File: config.mk
export PLATFORM = sky130hd
export DESIGN_NAME = game_ctrl
export DESIGN_NICKNAME = d
export VERILOG_FILES = /design/src/rtl/game_pkg.sv /design/src/rtl/game_ctrl_step_timer.sv /design/src/rtl/game_ctrl.sv
export SDC_FILE = /design/constraint.sdc
export NUM_CORES = 1
export LEC_CHECK = 0
export CORE_MARGIN = 2
export CORE_UTILIZATION = 40
export CTS_BUF_LIST = sky130_fd_sc_hd__clkbuf_8
export CTS_CLUSTER_DIAMETER = 120
export DETAILED_ROUTE_END_ITERATION = 7
export HOLD_SLACK_MARGIN = 0.12
export PLACE_DENSITY = 0.57
export SYNTH_ARGS = -nofsm -noshare
export SYNTH_HDL_FRONTEND = slang
export SYNTH_SLANG_ARGS = --single-unit
File: constraint.sdc
create_clock -name clk -period 4.2 [get_ports clk]
set_input_delay 1.26 -clock clk [delete_from_list [all_inputs] [get_ports clk]]
set_output_delay 1.26 -clock clk [all_outputs]
set_load 0.005 [all_outputs]
File: src/rtl/game_pkg.sv
// game_pkg: game_state encodings shared by the snake blocks, plus the move-period helper.
`default_nettype none
package game_pkg;

  typedef enum logic [1:0] {
    ST_PLAY  = 2'b00,
    ST_PAUSE = 2'b01,
    ST_RESET = 2'b10,
    ST_OVER  = 2'b11
  } game_state_e;

  localparam logic [3:0] LEVEL_MAX = 4'd15;

  // Floor is applied before the subtraction is trusted, so the result never underflows.
  function automatic logic [31:0] calc_period(input logic [3:0]  lvl,
                                              input logic [31:0] base,
                                              input logic [31:0] dec,
                                              input logic [31:0] floor_v);
    logic [31:0] red;
    red = 32'(lvl) * dec;
    if ((red >= base) || ((base - red) < floor_v)) return floor_v;
    return base - red;
  endfunction

endpackage
`default_nettype wire

File: src/rtl/game_ctrl_step_timer.sv
// step_timer: programmable divider; the period is latched on clear and at terminal count only.
`default_nettype none
module step_timer #(
  parameter int unsigned RST_PERIOD = 25_000_000
) (
  input  logic        clk,
  input  logic        rst_n,
  input  logic        i_en,
  input  logic        i_clr,
  input  logic [31:0] i_period,
  output logic        o_tick
);

  logic [31:0] r_cnt;
  logic [31:0] r_period;

  assign o_tick = i_en && (r_cnt == (r_period - 32'd1));

  always_ff @(posedge clk or negedge rst_n) begin
    if (!rst_n) begin
      r_cnt    <= '0;
      r_period <= 32'(RST_PERIOD);
    end else if (i_clr || o_tick) begin
      r_cnt    <= '0;
      r_period <= i_period;
    end else if (i_en) begin
      r_cnt <= r_cnt + 32'd1;
    end
  end

endmodule
`default_nettype wire

File: src/rtl/game_ctrl.sv
// game_ctrl: snake game sequencer (FSM, speed level, move-step pulse, session high score).
// Build option: define HIGH_SCORE_EN to build the high-score register; otherwise it reads 0.
`default_nettype none
module game_ctrl
  import game_pkg::*;
#(
  parameter int unsigned STEP_BASE       = 25_000_000,
  parameter int unsigned STEP_DEC        = 1_000_000,
  parameter int unsigned STEP_MIN        = 5_000_000,
  parameter int unsigned FOODS_PER_LEVEL = 4
) (
  input  logic        clk,
  input  logic        rst_n,
  input  logic        btn_start,
  input  logic        btn_pause,
  input  logic        collision,
  input  logic        get_food,
  output logic [1:0]  game_state,
  output logic        step,
  output logic [3:0]  level,
  output logic [15:0] high_score
);

  localparam int FW = $clog2(FOODS_PER_LEVEL + 1);

  game_state_e r_state, w_next;
  logic        r_start_d, r_pause_d, r_armed;
  logic        w_start_e, w_pause_e, w_play, w_food, w_tick;
  logic [FW-1:0] r_food_cnt;
  logic [3:0]  r_level;
  logic        r_step;
  logic [31:0] w_period;

  // r_armed masks the first cycle after reset so a button held through reset gives no edge.
  assign w_start_e = r_armed && btn_start && !r_start_d;
  assign w_pause_e = r_armed && btn_pause && !r_pause_d;
  assign w_play    = (r_state == ST_PLAY);
  assign w_food    = w_play && get_food;

  always_ff @(posedge clk or negedge rst_n) begin
    if (!rst_n) begin
      r_start_d <= 1'b0;
      r_pause_d <= 1'b0;
      r_armed   <= 1'b0;
    end else begin
      r_start_d <= btn_start;
      r_pause_d <= btn_pause;
      r_armed   <= 1'b1;
    end
  end

  always_ff @(posedge clk or negedge rst_n) begin
    if (!rst_n) r_state <= ST_RESET;
    else        r_state <= w_next;
  end

  always_comb begin
    w_next = r_state;
    case (r_state)
      ST_RESET: if (w_start_e) w_next = ST_PLAY;
      ST_PLAY: begin
        if (collision)      w_next = ST_OVER;
        else if (w_pause_e) w_next = ST_PAUSE;
      end
      ST_PAUSE: begin
        if (w_start_e)      w_next = ST_RESET;
        else if (w_pause_e) w_next = ST_PLAY;
      end
      ST_OVER: if (w_start_e) w_next = ST_RESET;
      default: w_next = ST_RESET;
    endcase
  end

  always_ff @(posedge clk or negedge rst_n) begin
    if (!rst_n) begin
      r_food_cnt <= '0;
      r_level    <= '0;
    end else if (r_state == ST_RESET) begin
      r_food_cnt <= '0;
      r_level    <= '0;
    end else if (w_food && (r_level != LEVEL_MAX)) begin
      if (r_food_cnt == FW'(FOODS_PER_LEVEL - 1)) begin
        r_food_cnt <= '0;
        r_level    <= r_level + 4'd1;
      end else begin
        r_food_cnt <= r_food_cnt + FW'(1);
      end
    end
  end

  assign w_period = calc_period(r_level, 32'(STEP_BASE), 32'(STEP_DEC), 32'(STEP_MIN));

  step_timer #(
    .RST_PERIOD (STEP_BASE)
  ) u_step_timer (
    .clk      (clk),
    .rst_n    (rst_n),
    .i_en     (w_play),
    .i_clr    ((r_state == ST_RESET) || (r_state == ST_OVER)),
    .i_period (w_period),
    .o_tick   (w_tick)
  );

  // A tick coinciding with a transition out of PLAY is dropped so step only shows in PLAY.
  always_ff @(posedge clk or negedge rst_n) begin
    if (!rst_n) r_step <= 1'b0;
    else        r_step <= w_tick && (w_next == ST_PLAY);
  end

`ifdef HIGH_SCORE_EN
  logic [15:0] r_run_score;
  logic [15:0] r_high_score;

  always_ff @(posedge clk or negedge rst_n) begin
    if (!rst_n) begin
      r_run_score  <= '0;
      r_high_score <= '0;
    end else begin
      if (r_state == ST_RESET) r_run_score <= '0;
      else if (w_food)         r_run_score <= r_run_score + 16'd1;
      if ((r_state == ST_OVER) && (r_run_score > r_high_score))
        r_high_score <= r_run_score;
    end
  end

  assign high_score = r_high_score;
`else
  assign high_score = 16'h0000;
`endif

  assign game_state = r_state;
  assign step       = r_step;
  assign level      = r_level;

endmodule
`default_nettype wire

## Word-level counts from Yosys, hierarchy flattened

Index checks and enable logic that the tools add are counted.

- Add/sub/neg operators: 5
- Multiply operators: 1
- Bitwise operators: 0
- Shifts and indexed selects: 0
- Magnitude comparators: 1
- Reductions and logical operators: 18
- Mux-type cells: 18
- Div/mod/pow operators: 0
- Equal/unequal tests: 6

Operator list:

| kind | number |
|---|---|
| 2-to-1 mux 32 bit | 4 |
| adder 32 x 1 -> 32 bit (second input constant) | 1 |
| equality test 32 bit | 1 |
| < comparator 32 x 23 -> 1 bit (second input constant) | 1 |
| subtractor 32 x 1 -> 32 bit (second input constant) | 1 |
| subtractor 25 x 24 -> 26 bit (first input constant) | 1 |
| multiplier 4 x 14 -> 18 bit (second input constant) | 1 |
| 2-to-1 mux 2 bit | 6 |
| 2-to-1 mux 4 bit | 3 |
| 2-to-1 mux 3 bit | 3 |
| logical AND 1 bit | 8 |
| one-hot mux 2 bit (4 select lines) | 1 |
| nonzero test 2 bit | 3 |
| adder 4 x 1 -> 4 bit (second input constant) | 1 |
| equality test 2 bit (second input constant) | 2 |
| logical NOT 2 bit | 2 |
| != test 4 bit (second input constant) | 1 |
| adder 3 x 1 -> 3 bit (second input constant) | 1 |
| equality test 3 x 2 -> 1 bit (second input constant) | 1 |
| equality test 2 x 1 -> 1 bit (second input constant) | 1 |
| logical NOT 1 bit | 2 |
| logical OR 1 bit | 2 |
| AND reduction 2 bit | 1 |
| 2-to-1 mux 1 bit | 1 |

- Bits in latches: 0
- Memories kept: 0
- Flip-flop bits (word level): 77
- Input bits: 6
- Bits in writable memories: 0
- ROM bits: 0

## Depth between registers and ports, before layout

Gate-level depths: netlist of run 1.

- Depth after elaboration: 7
- Mapped depth: 14
- Gate-level depth less buffers: 12

## By module

A second synthesis of run 1 with hierarchy kept.

- Cells, all modules: 599
- Area, all modules: 5754.3 sq um

Modules (own cells, without submodules):

| module | times used | area each (sq um) | cells an instance | sequential area each (sq um) |
|---|---|---|---|---|
| step_timer | 1 | 3941.3 | 392 | 1616.6 |
| game_ctrl | 1 | 1813.0 | 207 | 326.6 |

## Least setup slack after synthesis of run 1

Ideal clock, no wire load.

- Path type: flip-flop to flip-flop
- Start point: reg r_level[1], in the netlist level[1]
- End point: reg u_step_timer.r_period[10]
- Data required time: 4.071 ns
- Arrival: 4.213 ns
- Buffers on the path: 2
- Clock period less this slack: 4.342 ns
- Path slack: -0.142 ns
- Stages on the path, launching flop included: 15
- Path through: dfrtp_1 clkbuf_1 inv_1 ha_1 fa_1 inv_1 fa_1 xor2_1 a211oi_1 o21ai_0 nor4bb_1 mux2_2 a211oi_2 buf_2 o31ai_1

- Cells in the longest elaborated chain, start to end: 5

RTL lines:

| element | line | text |
|---|---|---|
| start, declared | game_ctrl.sv:30 | `logic [3:0] r_level;` |
| start signal, assigned | game_ctrl.sv:84 | `r_level <= r_level + 4'd1;` |
| multiplier 4 x 14 -> 18 bit (*) | game_pkg.sv:20 | `red = 32'(lvl) * dec;` |
| subtractor 25 x 24 -> 26 bit (*) | game_pkg.sv:21, game_pkg.sv:22 |  |
| < comparator 32 x 23 -> 1 bit | game_pkg.sv:21 | `if ((red >= base) \|\| ((base - red) < floor_v)) return floor_v;` |
| 2-to-1 mux 1 bit | game_pkg.sv:21 |  |
| 2-to-1 mux 32 bit (*) | game_pkg.sv:22 | `return base - red;` |
| end signal, assigned | game_ctrl_step_timer.sv:22 | `r_period <= 32'(RST_PERIOD);` |
| end signal, assigned | game_ctrl_step_timer.sv:25 | `r_period <= i_period;` |
| end, declared | game_ctrl_step_timer.sv:15 | `logic [31:0] r_period;` |

Mark *: on every way between the ends. The rest lies on a longest branch, timed or not.
A chain may end at the register's enable or synchronous reset.

## Final worst setup path of run 1

- Start point: reg r_level[1], in the netlist level[1]
- End point: reg u_step_timer.r_period[17]

Same word-level chain as after synthesis.

==> metrics.txt, run 1 <==
status complete, no violations; Post-synth top flop dfrtp_1; slowest CP cell fa_1; First-pass DRT Iterations 4; #FFs+latches synth between 60 and 70; vias between 3000 and 4000; Detail Route Antenna Nets 0; Seq. cell area ~1600 µm²; most frequent cell on the critical path fa_1; min Tclk post-route about 3.9 ns; Clk Latency, worst-skew pair approximately 0.36 ns; Core Region 12000 µm²; Ports 29; Max-Cap Viols 0; r2r worst-path depth 11; Startpoint Class flip-flop; worst hold path type reg -> reg; WP depth 11; Post-Syn Instances 528; vias per std cell between 5 and 6; Port Buf Inserts 12; final setup vio count 0; post-synth top area share between 20% and 30%; Rel. slew slack between 40% and 50%; Syn Area/Cell 9.28 µm²; proportion of layout cells with a drive suffix above 1 about an eighth; crit path DAT about 4.2 ns; critical path capture point u_step_timer.r_period[17]; WL met1 5270 µm; WP buf/inv 1; final hold vios 0; post-CTS sizing 0; power density cells 345 nW/µm²; Synth area leaders dfrtp_1 26%, dfstp_2 7.0%, xnor2_1 7.0%, ha_1 6.1%, xor2_1 5.5%; hpwl dp between 8000 and 9000 µm; RSZ-0062 raised after global routing no; DRC 0; CTS clk-pin slew, worst paths approximately 0.080 ns; clock root cell clkbuf_8; Peak VDD IR 0.000212 V; Setup Skew 0.0166 ns; synthesis-to-finish area growth 10.3%; async set or reset register ratio after synthesis 100%; largest net degree at the start of global routing 35; Setup WS post-layout 0.268 ns; f_max 254 MHz; Max FO, Critical Path 16; number of synthesized flops with an enable pin 0; post-CTS setup buffers 0; Seq/Total Area, Yosys around a third; Nets 581; Die W around 110 µm; GRT overflow 0; Design Area, Final 5400 µm²; Critical R2R Capture u_step_timer.r_period[17]; area post-placement slightly above 5000 µm²; Synth warnings 0; Synth cell types 70; metal2 WL ~5200 µm; Cell Rows 40; Slew @ Worst Pin 0.851 ns; WS Path Type reg -> reg; CP peak stage delay 0.62 ns; # fillers 1127; htree depth 3; CTS sink count 64; CP top delay family adder cells; mean routed wirelength per cell ~16 µm; critical path cell sequence fa_1 > fa_1 > ha_1 > nor2b_1 > o21a_1 > o211a_1 > or4b_1 > mux2_2 > a211oi_4 > buf_4 > o31ai_1; DRT Wirelength approximately 11000 µm; CTS tree yes; reg-to-reg startpoint level[1]; Tot GR Track Use 18.3%; highest routed layer met4; gp weighted congestion roughly 0.85; setup TNS 0 ns; period utilization 93.6%; CTS Buf Count 9; CP Data Required Time between 4 and 5 ns; Total Die Area 13100 µm²; met3 wire length 283 µm; first-pass GRT wire length 19100 µm; Critical Path End Type flip-flop; Yosys top cell by area dfrtp_1; most frequent cell after synthesis nor2_1; Slew Viols, Final 0; multi-input logic area just over 3000 µm²; R2R Setup Slk around 0.27 ns; vias in the first global route 3889; die height 115 µm; Worst Setup SP level[1]; Pleak between 2 and 2.5 nW; WHS roughly 0.5 ns; diodes inserted 0; Initial Util about two fifths; Syn Std Cell Area 4900 µm²; clk buf depth 2; Post-CTS Hold Fix Bufs 0; Initial DRC Count roughly 170; Post-synth top cells 60 x nor2_1, 51 x dfrtp_1, 39 x xnor2_1; initial antenna violation count 0; worst slack, placed between 0.2 and 0.3 ns
## cell type report
cell class                 instances  area share, %
inverter                          21           1.46
sequential                        64           29.9
tap                              147           3.40
timing repair buffer              30           4.63
multi-input combinational        420           56.5
clock buffer                      10           2.55
clock inverter                     6           1.55
## routing by layer
metal | vias to the layer above | GRT usage, %
li1 | 1922 | -
met1 | 1876 | 23.9
met2 | 49 | 29.6
met3 | 15 | 3.60
met4 | 0 | 7.48
met5 | - | 0
## report_power, final
part / switching, mW / internal, mW
clock: 0.254 / 0.347
combinational: 0.271 / 0.184
sequential: 0.107 / 0.701
## through the flow
step	utilization, %	power, mW	instances
after floorplan	-	1.15	543
after global placement	43.3	1.27	682
after detailed placement	43.3	1.28	682
after CTS	45.2	1.89	698
after global routing	45.2	1.98	698
final	45.2	1.86	698
## placed cells by master (no fill, tap or decap), drive strengths merged, types with 14 or more instances in the layout
cell type	instances
o211ai	16
nand2	23
nor2	60
ha	24
conb	17
xnor2	39
xor2	31
nand4	16
dfrtp	51
nor3	16
buf	19
inv	22
nand3	23
o31ai	14
## state kept, by name, summed over array words and instances (netlist names)
register / flops
u_step_timer.r_period: 19
r_armed: 1
r_start_d: 1
game_state: 2
u_step_timer.r_cnt: 32
step: 1
level: 4
r_food_cnt: 3
r_pause_d: 1
## tightest hold or removal path: stages, from the launching register on
cell     delay, ns
dfrtp_1       0.38
nand2_1       0.06
a21oi_1       0.03
## logic make-up (layout without fill, tap and decap cells)
group,count (synthesis),after routing,synth area share (%)
buffers and inverters,59,67,6.00
adders and majority gates,29,29,8.17
other,2,17,0.153
and+or+nand+nor,196,196,21.9
muxes,8,8,1.69
xor gates and xnor gates,70,70,12.5
AOI/OAI and AO/OA,100,100,16.5
DFF,64,64,33.0
## how the worst min path moves through the flow
stage                     cells after the start             to           from  slack, ns
after floorplan                               2  r_food_cnt[2]  r_food_cnt[2]       0.47
after CTS                                     2  r_food_cnt[2]  r_food_cnt[2]       0.51
after detailed placement                      2  r_food_cnt[2]  r_food_cnt[2]       0.49
after global routing                          2  r_food_cnt[2]  r_food_cnt[2]       0.52
final                                         2  r_food_cnt[2]  r_food_cnt[2]       0.51
after global placement                        2  r_food_cnt[2]  r_food_cnt[2]       0.48
Power figures use the tool's default switching activity.
==> run 2, diff against run 1 <==
--- a/config.mk
+++ b/config.mk
@@ -5,13 +5,14 @@
 export SDC_FILE = /design/constraint.sdc
 export NUM_CORES = 1
 export LEC_CHECK = 0
-export CORE_MARGIN = 2
+export CELL_PAD_IN_SITES_DETAIL_PLACEMENT = 1
+export CELL_PAD_IN_SITES_GLOBAL_PLACEMENT = 1
 export CORE_UTILIZATION = 40
 export CTS_BUF_LIST = sky130_fd_sc_hd__clkbuf_8
 export CTS_CLUSTER_DIAMETER = 120
 export DETAILED_ROUTE_END_ITERATION = 7
 export HOLD_SLACK_MARGIN = 0.12
-export PLACE_DENSITY = 0.57
+export PLACE_DENSITY = 0.71
 export SYNTH_ARGS = -nofsm -noshare
 export SYNTH_HDL_FRONTEND = slang
 export SYNTH_SLANG_ARGS = --single-unit
==> metrics.txt, run 2 (same netlist as run 1, synthesis figures left out) <==
status complete, no violations; Clk Latency, worst-skew pair 0.37 ns (about the same); Total Die Area 12700 µm² (-3.5%); post-CTS setup buffers 0 (unchanged); WS Path Type reg -> reg; Post-CTS Hold Fix Bufs 0 (unchanged); Detail Route Antenna Nets 0 (unchanged); Ports 29 (unchanged); DRT Wirelength 12000 µm (+9.6%); Cell Rows 40 (unchanged); CP top delay family adder cells; CTS Buf Count 9 (unchanged); number of flip-flops in the largest register 32 (unchanged); WP buf/inv 1 (unchanged); proportion of layout cells with a drive suffix above 1 12.1% (-0.28 points); vias per std cell 5.67 (+2.5%); largest net degree at the start of global routing 40 (+14%); GRT overflow 0 (unchanged); Startpoint Class flip-flop; clock root cell clkbuf_8; period utilization 93.2% (-0.46 points); synthesis-to-finish area growth 9.78%; slowest CP cell fa_1; CP peak stage delay 0.61 ns (about the same); CTS clk-pin slew, worst paths 0.07 ns (about the same); CTS sink count 64 (unchanged); die height 113 µm (-1.7%); CP Data Required Time 4.42 ns (about the same); Nets 577 (-0.69%); hpwl dp 9170 µm (+9.7%); gp weighted congestion 0.846 (-0.12%); final setup vio count 0 (unchanged); First-pass DRT Iterations 4 (unchanged); power density cells 349 nW/µm² (+1.3%); worst hold path type reg -> reg; largest reg by FF count u_step_timer.r_cnt; CTS tree yes; Tot GR Track Use 20.9% (+2.6 points); Final Util 45.0% (-0.21 points); Slew Viols, Final 0 (unchanged); mean routed wirelength per cell 17.3 µm (+10%); commonest non-fill, non-tap cells in the layout 60 x nor2_1, 50 x dfrtp_1, 39 x xnor2_1; Die W 113 µm (-1.7%); Port Buf Inserts 12 (unchanged); Pleak 2.21 nW (-0.92%); vias 3937 (+1.9%); htree depth 3 (unchanged); Max-Cap Viols 0 (unchanged); diodes inserted 0 (unchanged); Setup Skew 0.0153 ns (-0.00138 ns); Core Region 12000 µm² (unchanged); first-pass GRT wire length 21100 µm (+11%); initial antenna violation count 0 (unchanged); Initial DRC Count 238 (+41%); Critical Path End Type flip-flop; RSZ-0062 raised after global routing no; setup TNS 0 ns (unchanged); f_max 256 MHz (+0.50%); Peak VDD IR 0.000204 V (-3.8%); most common cell after layout, fill and taps aside nor2_1; Max FO, Critical Path 16 (unchanged); clk buf depth 2 (unchanged); crit path DAT 4.14 ns (about the same); vias in the first global route 4113 (+5.8%); critical path cell sequence fa_1 > fa_1 > ha_1 > nor2b_1 > o21a_1 > o211a_1 > or4b_1 > mux2_2 > a211oi_4 > buf_6 > o31ai_1; final hold vios 0 (unchanged); Rel. slew slack 42.1% (-0.43 points); Slew @ Worst Pin 0.858 ns (+0.00643 ns); DRC 0 (unchanged); most frequent cell on the critical path fa_1; Initial Util 41.0% (unchanged); min Tclk post-route 3.91 ns (-0.0194 ns)
run 2: changes by cell type in the layout (fill, tap and decap cells not counted), sizes merged:
cell / change
buf: -4
run 2: final cells by class:
type	instances	area (µm²)
fillers	1379	6580
well taps	147	184
clock inverters	6	83.8
repair buffers	26	224
multi-input cells	420	3050
clock buffers	10	138
flip-flops and latches	64	1620
inverters	21	78.8
run 2: routing by layer:
layer | track usage, % | wire length (µm) | vias up
met5 | 0 | 0 | -
met4 | 7.82 | 234 | 0
met3 | 3.62 | 260 | 19
met2 | 34.2 | 5790 | 33
met1 | 27.6 | 5710 | 1972
li1 | - | - | 1913
run 2: worst paths after layout:
path	startpoint	to	slack (ns)	cells after the start
min reg2reg	r_food_cnt[2]	r_food_cnt[2]	0.51	2
max	level[1]	u_step_timer.r_period[17]	0.29	11
max in group asynchronous	rst_n	u_step_timer.r_period[24]	2.35	2
min in group asynchronous	rst_n	u_step_timer.r_cnt[4]	0.89	1
max reg2reg	level[1]	u_step_timer.r_period[17]	0.29	11
min	r_food_cnt[2]	r_food_cnt[2]	0.51	2
run 2: power breakdown:
| group | leakage, nW | internal, mW | switching [mW] |
|---|---|---|---|
| clock network | 0.110 | 0.347 | 0.257 |
| logic | 1.27 | 0.182 | 0.277 |
| registers | 0.834 | 0.701 | 0.115 |
run 2: metrics by stage:
step                instance area [µm²]  worst slack, ns  std cells  power, mW  hold WS, ns
floorplan                          4970           0.0350        543       1.15        0.470
global placement                   5150            0.181        678       1.27        0.478
detailed placement                 5150           0.0764        678       1.29        0.512
CTS                                5370           0.0546        694       1.90        0.523
global route                       5380           0.0150        694       2.00        0.535
finish                             5380            0.287        694       1.88        0.511
run 2: timing repair:
action,4_1_cts,5_1_grt
resized for setup,0,4
setup endpoints to repair,0,16
hold endpoints to repair,0,0
run 2: worst reg2reg max path, stage by stage, from the launching register on:
cell and delay [ns]:
dfrtp_1 0.44, fa_1 0.61, fa_1 0.43, ha_1 0.36, nor2b_1 0.15, o21a_1 0.21
o211a_1 0.24, or4b_1 0.50, mux2_2 0.31, a211oi_4 0.22, buf_6 0.21, o31ai_1 0.09
==> run 3, diff against run 2 <==
--- a/config.mk
+++ b/config.mk
@@ -12,6 +12,7 @@
 export CTS_CLUSTER_DIAMETER = 120
 export DETAILED_ROUTE_END_ITERATION = 7
 export HOLD_SLACK_MARGIN = 0.12
+export MAX_ROUTING_LAYER = met4
 export PLACE_DENSITY = 0.71
 export SYNTH_ARGS = -nofsm -noshare
 export SYNTH_HDL_FRONTEND = slang
==> metrics.txt, run 3 (same netlist as run 1, synthesis figures left out) <==
diodes inserted 0 (unchanged); number of flip-flops in the largest register 32 (unchanged); Cell Rows 40 (unchanged); CTS Buf Count 9 (unchanged); Clk Latency, worst-skew pair 0.36 ns (about the same); Slew @ Worst Pin 0.856 ns (-0.00170 ns); First-pass DRT Iterations 4 (unchanged); worst slack, placed 0.0764 ns (unchanged); final hold vios 0 (unchanged); slowest CP cell fa_1; Nets 577 (unchanged); clk buf depth 2 (unchanged); CTS clk-pin slew, worst paths 0.07 ns (about the same); Startpoint Class flip-flop; Initial DRC Count 248 (+4.2%); most common cell after layout, fill and taps aside nor2_1; WHS 0.516 ns (+0.00512 ns); htree depth 3 (unchanged); area post-placement 5150 µm² (unchanged); critical path cell sequence fa_1 > fa_1 > ha_1 > nor2b_1 > o21a_1 > or3_1 > a211oi_1 > o221ai_1 > a211oi_4 > buf_6 > o31ai_1; RSZ-0062 raised after global routing no; Port Buf Inserts 12 (unchanged); WP buf/inv 1 (unchanged); setup TNS 0 ns (unchanged); worst hold path type reg -> reg; period utilization 93.5% (+0.30 points); CP top delay family adder cells; synthesis-to-finish area growth 9.78% (unchanged); commonest non-fill, non-tap cells in the layout 60 x nor2_1, 50 x dfrtp_1, 39 x xnor2_1; first-pass GRT wire length 21100 µm (about the same); post-CTS setup buffers 0 (unchanged); busiest metal layer after global routing met2; vias 3926 (-0.28%); Setup Skew 0.0146 ns (-0.000645 ns); Core Region 12000 µm² (unchanged); Initial Util 41.0% (unchanged); gp weighted congestion 0.859 (+1.6%); Setup WS post-layout 0.275 ns (-0.0125 ns); Detail Route Antenna Nets 0 (unchanged); Max-Cap Viols 0 (unchanged); Total Die Area 12700 µm² (unchanged); mean routed wirelength per cell 17.3 µm (+0.27%); met1 usage 27.6% (unchanged); CP Data Required Time 4.42 ns (about the same); largest reg by FF count u_step_timer.r_cnt; Die W 113 µm (unchanged); proportion of layout cells with a drive suffix above 1 12.1% (unchanged); CTS sink count 64 (unchanged); most frequent cell on the critical path fa_1; Slew Viols, Final 0 (unchanged); Rel. slew slack 42.2% (+0.11 points); Critical Path End Type flip-flop; vias per std cell 5.66 (-0.28%); vias in the first global route 4112 (-0.024%); clock root cell clkbuf_8; min Tclk post-route 3.93 ns (+0.0125 ns); met2 Use GR 34.2% (unchanged); die height 113 µm (unchanged); DRC 0 (unchanged); CTS tree yes; met3 Use GR 3.62% (unchanged); f_max 255 MHz (-0.32%); largest net degree at the start of global routing 40 (unchanged); Peak VDD IR 0.000203 V (-0.42%); Max FO, Critical Path 16 (unchanged); crit path DAT 4.14 ns (about the same); DRT Wirelength 12000 µm (+0.27%); CP peak stage delay 0.62 ns (about the same); Tot GR Track Use 21.5% (+0.64 points); status complete, no violations; Design Area, Final 5380 µm² (unchanged); GRT overflow 0 (unchanged); power density cells 349 nW/µm² (-0.19%); Pleak 2.21 nW (unchanged); Ports 29 (unchanged); initial antenna violation count 0 (unchanged); hpwl dp 9170 µm (unchanged); WS Path Type reg -> reg; final setup vio count 0 (unchanged)
run 3: cell counts in the layout (fill, tap and decap cells not counted):
Identical to the previous run, type by type.
run 3: stage by stage:
stage / cells / total power, mW / utilization [%]
detailed placement: 678 / 1.29 / 43.1
global route: 694 / 2.00 / 45.0
CTS: 694 / 1.90 / 44.9
global placement: 678 / 1.27 / 43.1
finish: 694 / 1.88 / 45.0
floorplan: 543 / 1.15 / -
run 3: path summary, 6_finish.rpt:
path	startpoint	endpoint	slack [ns]	cells after the start
max	level[1]	u_step_timer.r_period[17]	0.27	11
min	r_food_cnt[2]	r_food_cnt[2]	0.52	2
max reg2reg	level[1]	u_step_timer.r_period[17]	0.27	11
min reg2reg	r_food_cnt[2]	r_food_cnt[2]	0.52	2
max in group asynchronous	rst_n	u_step_timer.r_period[24]	2.35	2
min in group asynchronous	rst_n	u_step_timer.r_cnt[4]	0.89	1
run 3: area by class of cell:
class / instances / area (µm²)
Sequential cell: 64 / 1620
Clock buffer: 10 / 138
Tap cell: 147 / 184
Timing Repair Buffer: 26 / 224
Multi-Input combinational cell: 420 / 3050
Fill cell: 1379 / 6580
Inverter: 21 / 78.8
Clock inverter: 6 / 83.8
run 3: metal layers:
layer / part of all wire (%) / vias up
met2: 48 / 33
met4: 2.0 / 0
met5: 0 / -
li1: - / 1911
met3: 2.1 / 19
met1: 47 / 1963
run 3: what timing repair did:
action | in CTS | in global routing
gates resized for setup | 0 | 4
hold buffers | 0 | 0
setup endpoints to repair | 0 | 16
run 3: report_power, final:
part           switching, mW  total, mW  internal [mW]  leakage [nW]
combinational          0.276      0.459          0.182          1.27
clock                  0.255      0.602          0.347         0.110
sequential             0.114      0.815          0.701         0.834
run 3: worst min-delay path: stages (launching register included):
cell and delay (ns):
dfrtp_1 0.38, nand2_1 0.06, a21oi_1 0.04
